[config.mk]
export PLATFORM = sky130hd
export DESIGN_NAME = lvds_tx_word_fifo
export DESIGN_NICKNAME = d
export VERILOG_FILES = /design/src/rtl/lvds_tx_word_fifo.sv
export SDC_FILE = /design/constraint.sdc
export NUM_CORES = 1
export LEC_CHECK = 0
export CAP_MARGIN = 20
export CORE_MARGIN = 3
export CORE_UTILIZATION = 50
export DETAILED_ROUTE_END_ITERATION = 12
export PLACE_DENSITY = 0.69
export SLEW_MARGIN = 0
export SYNTH_ARGS = -nofsm -noshare
export SYNTH_HDL_FRONTEND = slang
export SYNTH_SLANG_ARGS = --single-unit
[constraint.sdc]
create_clock -name tx_inclock -period 5.6 [get_ports tx_inclock]
set_input_delay 0.56 -clock tx_inclock [delete_from_list [all_inputs] [get_ports tx_inclock]]
set_output_delay 0.56 -clock tx_inclock [all_outputs]
set_load 0.1 [all_outputs]
[src/rtl/lvds_tx_word_fifo.sv]
// lvds_tx_word_fifo: first-word-fall-through buffer in front of the LVDS link transmit port.
// Each 24-bit user payload is framed as {1'b1, seq[6:0], payload[23:0]} and held until the
// link pulls it through the enq_tx / RDY_enq_tx / EN_enq_tx interface.
module lvds_tx_word_fifo #(
    parameter int unsigned ADDR_W = 3
) (
    input  logic              tx_inclock,
    input  logic              reset_n,
    input  logic [23:0]       in_data,
    input  logic              in_valid,
    output logic              in_ready,
    input  logic              flush,
    input  logic              seq_clear,
    output logic [31:0]       enq_tx,
    output logic              RDY_enq_tx,
    input  logic              EN_enq_tx,
    output logic [ADDR_W:0]   count,
    output logic              overflow,
    output logic              underflow
);

    localparam int unsigned      Depth     = 1 << ADDR_W;
    localparam logic [ADDR_W:0]  FullCount = Depth[ADDR_W:0];

    // Word storage; deliberately has no reset.
    logic [31:0]       mem_q [Depth];

    logic [ADDR_W-1:0] wr_ptr_q, wr_ptr_d;
    logic [ADDR_W-1:0] rd_ptr_q, rd_ptr_d;
    logic [ADDR_W:0]   count_q, count_d;
    logic [6:0]        seq_q, seq_d;
    logic              overflow_q, overflow_d;
    logic              underflow_q, underflow_d;

    logic              not_full;
    logic              not_empty;
    logic              wr_fire;
    logic              pop_fire;
    logic [31:0]       wr_word;

    // Handshake status depends only on registered occupancy; no write-through-pop bypass.
    always_comb begin
        not_full  = (count_q != FullCount);
        not_empty = (count_q != '0);
        // A flush cycle swallows any write or pop that coincides with it.
        wr_fire   = in_valid && not_full && !flush;
        pop_fire  = EN_enq_tx && not_empty && !flush;
        wr_word   = {1'b1, seq_q, in_data};
    end

    // Next-state for pointers, occupancy, sequence tag and sticky error flags.
    always_comb begin
        wr_ptr_d    = wr_ptr_q;
        rd_ptr_d    = rd_ptr_q;
        count_d     = count_q;
        seq_d       = seq_q;
        overflow_d  = overflow_q;
        underflow_d = underflow_q;

        if (flush) begin
            wr_ptr_d = '0;
            rd_ptr_d = '0;
            count_d  = '0;
        end else begin
            if (wr_fire) begin
                wr_ptr_d = wr_ptr_q + ADDR_W'(1);
            end
            if (pop_fire) begin
                rd_ptr_d = rd_ptr_q + ADDR_W'(1);
            end
            unique case ({wr_fire, pop_fire})
                2'b10:   count_d = count_q + 1'b1;
                2'b01:   count_d = count_q - 1'b1;
                default: count_d = count_q;
            endcase
            if (in_valid && !not_full) begin
                overflow_d = 1'b1;
            end
            if (EN_enq_tx && !not_empty) begin
                underflow_d = 1'b1;
            end
        end

        // The tag only advances on a word that is actually stored; a clear wins over the
        // increment, while the word written this cycle still carries the old tag.
        if (seq_clear) begin
            seq_d = '0;
        end else if (wr_fire) begin
            seq_d = seq_q + 7'd1;
        end
    end

    // Control state with synchronous active-low reset taking priority over everything.
    always_ff @(posedge tx_inclock) begin
        if (!reset_n) begin
            wr_ptr_q    <= '0;
            rd_ptr_q    <= '0;
            count_q     <= '0;
            seq_q       <= '0;
            overflow_q  <= 1'b0;
            underflow_q <= 1'b0;
        end else begin
            wr_ptr_q    <= wr_ptr_d;
            rd_ptr_q    <= rd_ptr_d;
            count_q     <= count_d;
            seq_q       <= seq_d;
            overflow_q  <= overflow_d;
            underflow_q <= underflow_d;
        end
    end

    // Storage write; suppressed while reset is held so reset fully overrides a write.
    always_ff @(posedge tx_inclock) begin
        if (reset_n && wr_fire) begin
            mem_q[wr_ptr_q] <= wr_word;
        end
    end

    // FWFT head word; zeroed when empty so stale entries never reach the link with bit 31 set.
    always_comb begin
        in_ready   = not_full;
        RDY_enq_tx = not_empty;
        enq_tx     = not_empty ? mem_q[rd_ptr_q] : 32'h0;
        count      = count_q;
        overflow   = overflow_q;
        underflow  = underflow_q;
    end

endmodule

---- Word level (Yosys, flattened, before mapping) ----
Memory sizes are Yosys's and may differ from the RTL's. A register that Yosys moved wholly into a read port is not among the register bits.
Index checks and enable logic that the tools add are counted.
word-level totals
  logic and storage cells ................. 39
  latch bits .............................. 0
  ROM bits ................................ 0
  memories ................................ 1
  input port bits ......................... 30
  output and inout bits ................... 40
  bits in registers ....................... 19
  memory bits (writable) .................. 248
memory list
  name   words  bits a word  read ports  clocked after memory_dff  write ports  line  RTL
  mem_q  8      31           1           1                         1            26    logic [31:0] mem_q [Depth];
cells by class
  mux-type cells .......................... 6
  order comparisons ....................... 0
  bitwise operators ....................... 2
  reductions and logical operators ........ 16
  equal/unequal tests ..................... 3
  div/mod/pow operators ................... 0
  $add $sub $neg .......................... 5
  multipliers ............................. 0
  shift operators ......................... 0
operator list
  operator                                              number
  two-way mux 32 bit                                    1
  case mux 4 bit (2 select lines)                       1
  adder 7 x 1 -> 7 bit (second input constant)          1
  logical AND 1 bit                                     7
  adder 3 x 1 -> 3 bit (second input constant)          2
  two-way mux 3 bit                                     2
  adder 4 x 1 -> 4 bit (second input constant)          1
  != test 4 bit (second input constant)                 1
  AND reduction 2 bit                                   2
  nonzero test 4 bit                                    1
  OR reduction 2 bit                                    2
  subtractor 4 x 1 -> 4 bit (second input constant)     1
  zero test 1 bit                                       3
  equality test 2 x 1 -> 1 bit (second input constant)  1
  equality test 2 bit (second input constant)           1
  two-way mux 1 bit                                     2
  NOT 1 bit                                             2
  nonzero test 2 bit                                    1

---- Longest topological paths before layout ----
  depth in word-level cells ............... 6
  depth in mapped cells ................... 12
  gate-level depth less buffers ........... 10

---- Least setup slack after synthesis ----
Ideal clock, no wire load.
  kind .................................... reg-to-reg
  from .................................... register count_q[1], in the netlist count[1]
  to ...................................... memory mem_q[0][0] in the netlist's numbering (enable)
  path buffers ............................ 1
  arrival ................................. 4.731 ns
  cell stages (with the launch flop) ...... 6
  setup slack ............................. 0.372 ns
  required time ........................... 5.103 ns
  path through ............................ dfxtp_1 buf_4 nor4b_4 nor2_4 clkinv_2 nor4_1
on the way
  longest elaborated chain between the ends .. 6
RTL lines
  item                                     line  RTL
  start: declaration                       30    logic [ADDR_W:0] count_q, count_d;
  start signal: assignment                 105   count_q <= count_d;
  != test 4 bit                            43    not_full = (count_q != FullCount);
  logical AND 1 bit (2 in series)          46    wr_fire = in_valid && not_full && !flush;
  logical AND 1 bit                        114   if (reset_n && wr_fire) begin
  two-way mux 1 bit                        114
  two-way mux 1 bit (implied by the code)  115   mem_q[wr_ptr_q] <= wr_word;
  end: declaration                         26
No other way between the ends.

==> metrics.md <==
| Metric | Value |
|---|---|
| Buffers on Ports | `69` |
| Number of placement rows | `52` |
| Die Outline Area | `22800 sq um` |
| Setup-violating endpoint count in the final report | `0` |
| Post-CTS setup buffers | `0` |
| Multiplexer area fraction after synthesis | `16.4%` |
| Hold buffer count at CTS | `0` |
| Share of the yosys chip area belonging to registers | `75.0%` |
| Worst-case reg-to-reg path depth | `10` |
| Antenna diode instance count | `0` |
| Routability cong. | `0.734` |
| Minimum clock period after layout | `4.32 ns` |
| Min setup slack post-route | `1.28 ns` |
| Avg Cell Area, Syn | `20.3 sq um` |
| Combinational family with the most area after synthesis | `multiplexers` |
| Setup slack of the most critical reg-to-reg path | `2.40 ns` |
| Width of the die | `151 um` |
| Capture point of the worst path | `enq_tx[4]` |
| Simple logic cell fraction of the synthesized area | `4.44%` |
| Design area | `12400 sq um` |
| Most frequent standard cell in the layout excluding fill and tap cells | `sky130_fd_sc_hd__edfxtp_1` |
| Router iterations before antenna repair | `5` |
| Syn-to-layout area delta | `18.2%` |
| Measured slew at the worst slew-check pin | `1.12 ns` |
| Final sum of negative setup slack | `0 ns` |
| Core box area | `20400 sq um` |
| Power per cell area | `334 nW/um^2` |
| Hold WC Path Type | `reg2reg` |
| Type of the worst setup path | `reg2out` |
| Cell taking the most area after synthesis | `sky130_fd_sc_hd__edfxtp_1` |
| Reg clk slew, reported paths | `0.06 ns` |
| # nets final | `637` |
| Fin. max-slew vios | `0` |
| Via count of the first global-routing pass | `5309` |
| Worst-case setup slack after placement | `1.72 ns` |
| Nets in the synthesized netlist | `553` |
| Routed Antenna Nets | `0` |
| Cell with the largest stage delay on the worst path | `sky130_fd_sc_hd__clkdlybuf4s50_1` |
| RSZ-0062 raised after global routing | `false` |
| Area fraction in compound gates after synthesis | `0.690%` |
| Area occupied by multi-input gates | `2500 sq um` |
| Number of fill cells | `1455` |
| Pin count of the biggest net entering global routing | `63` |
| DIE HEIGHT | `151 um` |
| Post-Synth XOR/XNOR Area | `1.07%` |
| Leading post-synthesis cells by cell area | `sky130_fd_sc_hd__edfxtp_1, sky130_fd_sc_hd__mux4_2, sky130_fd_sc_hd__dfxtp_1` |
| Non-filler cells, final | `892` |
| Clock latency reported for the late side of the worst-skew pair | `0.52 ns` |
| Gr usage total | `17.4%` |
| WHS | `0.497 ns` |
| Final routed wire length divided by cell count | `21.7 um` |
| Initial antenna violation count | `0` |
| Max Clk Rate | `232 MHz` |
| Ratio of cells with drive above 1 in the final layout | `21.7%` |
| Cell area after placement | `11500 sq um` |
| Area taken by flip-flops and latches | `7890 sq um` |
| Post-synthesis cell count | `517` |
| Number of sinks on the clock net | `270` |
| Endpoints failing hold | `0` |
| Maximum clock path buffer count | `3` |
| Count of H-tree levels built during CTS | `1` |
| Critical hold path startpoint | `underflow` |
| Most used cells in the layout excluding fill and tap cells | `sky130_fd_sc_hd__edfxtp_1, sky130_fd_sc_hd__clkdlybuf4s50_1, sky130_fd_sc_hd__mux4_2` |
| Worst clock skew on the final layout | `0.0149 ns` |
| I/O pin total | `70` |
| Cell-by-cell trace of the critical path | `buf_4, mux4_2, mux2i_1, nor2_1, clkdlybuf4s50_1` |
| Arrival time worst endpoint | `3.76 ns` |
| Cts bufs inserted | `27` |
| Worst r2r dst | `count[2]` |
| Crit Reg-Reg Startpoint | `count[0]` |
| Max-cap viol count | `0` |
| Headroom to the max-slew limit | `24.6%` |
| Initial drt markers | `438` |
| Data required time at the worst endpoint | `5.04 ns` |
| Wire length of the first global-routing pass | `30100 um` |
| Placed Cells | `842` |
| Ratio of final minimum period to clock period | `77.1%` |
| Number of gates resized after cts | `0` |
| Final wirelength | `19300 um` |
| Hpwl dp | `10500 um` |
| Yosys warns | `0` |
| Vias per cell | `5.55` |
| Yosys reg bits | `270` |
| Starting utilization of the core area | `51.4%` |
| Summed instance area of the synthesized netlist | `10500 sq um` |
| Synth cell types | `39` |
| Worst IR Drop VDD | `0.175 mV` |
| Clock root buffer | `sky130_fd_sc_hd__clkbuf_16` |
| Detailed-route via count | `4951` |
| Launching element type of the critical path | `register` |
| Clock tree from TritonCTS | `done` |
| P_leak | `3.86 nW` |
| Number of remaining DRC errors | `0` |
| Slowest stage delay, CP | `0.97 ns` |
| Arithmetic-cell share of the synthesized area counting full adders, half adders and majority gates | `0.714%` |
| Nature of the critical path endpoint | `output port` |
| Congestion Overflow GR | `0` |
| Proportion of netlist area held by the largest area contributor | `70.9%` |
| Critical-path maximum fanout | `43` |
| Status | `finished, final reports clean` |
worst min path at each step:
| stage | end | slack (ns) | depth (start not counted) |
|---|---|---|---|
| after global placement | underflow | 0.48 | 2 |
| after detailed placement | underflow | 0.49 | 2 |
| after CTS | underflow | 0.51 | 2 |
| final | underflow | 0.50 | 2 |
| after global routing | overflow | 0.55 | 2 |
| after floorplan | register | 0.49 | 2 |
cells in the mapped netlist:
master,count
sky130_fd_sc_hd__a211o_1,1
sky130_fd_sc_hd__a21oi_1,5
sky130_fd_sc_hd__a21oi_2,1
sky130_fd_sc_hd__a31o_1,1
sky130_fd_sc_hd__a31oi_1,1
sky130_fd_sc_hd__and3_4,1
sky130_fd_sc_hd__buf_1,2
sky130_fd_sc_hd__buf_2,2
sky130_fd_sc_hd__buf_4,8
sky130_fd_sc_hd__buf_6,1
sky130_fd_sc_hd__clkbuf_1,10
sky130_fd_sc_hd__clkinv_2,1
sky130_fd_sc_hd__dfxtp_1,22
sky130_fd_sc_hd__dlygate4sd1_1,3
sky130_fd_sc_hd__edfxtp_1,248
sky130_fd_sc_hd__ha_1,6
sky130_fd_sc_hd__inv_1,1
sky130_fd_sc_hd__inv_2,2
sky130_fd_sc_hd__mux2i_1,33
sky130_fd_sc_hd__mux4_2,62
sky130_fd_sc_hd__nand2_1,11
sky130_fd_sc_hd__nand2b_1,3
sky130_fd_sc_hd__nand3_1,7
sky130_fd_sc_hd__nand4_1,1
sky130_fd_sc_hd__nor2_1,47
sky130_fd_sc_hd__nor2_4,1
sky130_fd_sc_hd__nor2b_1,5
sky130_fd_sc_hd__nor3_1,5
sky130_fd_sc_hd__nor4_1,5
sky130_fd_sc_hd__nor4_4,1
sky130_fd_sc_hd__nor4b_1,2
sky130_fd_sc_hd__nor4b_4,1
sky130_fd_sc_hd__nor4bb_1,1
sky130_fd_sc_hd__o21ai_0,2
sky130_fd_sc_hd__o21ai_1,1
sky130_fd_sc_hd__or3_1,1
sky130_fd_sc_hd__xnor2_1,6
sky130_fd_sc_hd__xnor2_2,1
sky130_fd_sc_hd__xor2_1,5
sequential cells by signal, indices dropped and copies added, names as in the netlist, named ones only:
name       cells
wr_ptr_q       3
seq_q          7
underflow      1
mem_q        248
rd_ptr_q       3
count          4
overflow       1
where the power goes:
group          switching (mW)  leakage, nW  total, mW  internal, mW
clock                   0.709        0.439       1.78          1.07
sequential            0.00631         2.49       2.21          2.20
combinational           0.112        0.932      0.164        0.0510
total                   0.828         3.86       4.15          3.32
metrics by stage:
stage	power, mW	utilization (%)
after floorplan	2.35	-
after global placement	2.41	56.4
after detailed placement	2.42	56.4
after CTS	4.20	60.8
after global routing	4.30	60.8
final	4.15	60.8
layout make-up:
class	instances	share of cell area (%)
Multi-Input combinational cell	217	20.1
Timing Repair Buffer	81	6.29
Clock buffer	31	5.56
Tap cell	270	2.72
Inverter	4	0.131
Clock inverter	19	1.63
Sequential cell	270	63.5
worst max-delay path: cells and delay by family (launching register included):
family                 cells  cell delay [ns]
buffers and inverters      2             1.47
DFF                        1             0.91
muxes                      2             0.75
and+or+nand+nor            1             0.06
routing by layer:
layer	GRT usage (%)	vias to the layer above	part of all wire (%)
li1	-	2261	-
met1	23.9	2521	40
met2	29.9	142	51
met3	2.54	27	6.8
met4	4.17	0	1.6
met5	0	-	0
kinds of logic (layout without fill, tap and decap cells):
family,count (synthesis),count (layout)
AOI/OAI and AO/OA,12,12
xor gates and xnor gates,12,12
adders and majority gates,6,6
buffers and inverters,30,135
DFF,270,270
muxes,95,95
and+or+nand+nor,92,92
(Power assumes the default switching activity.)
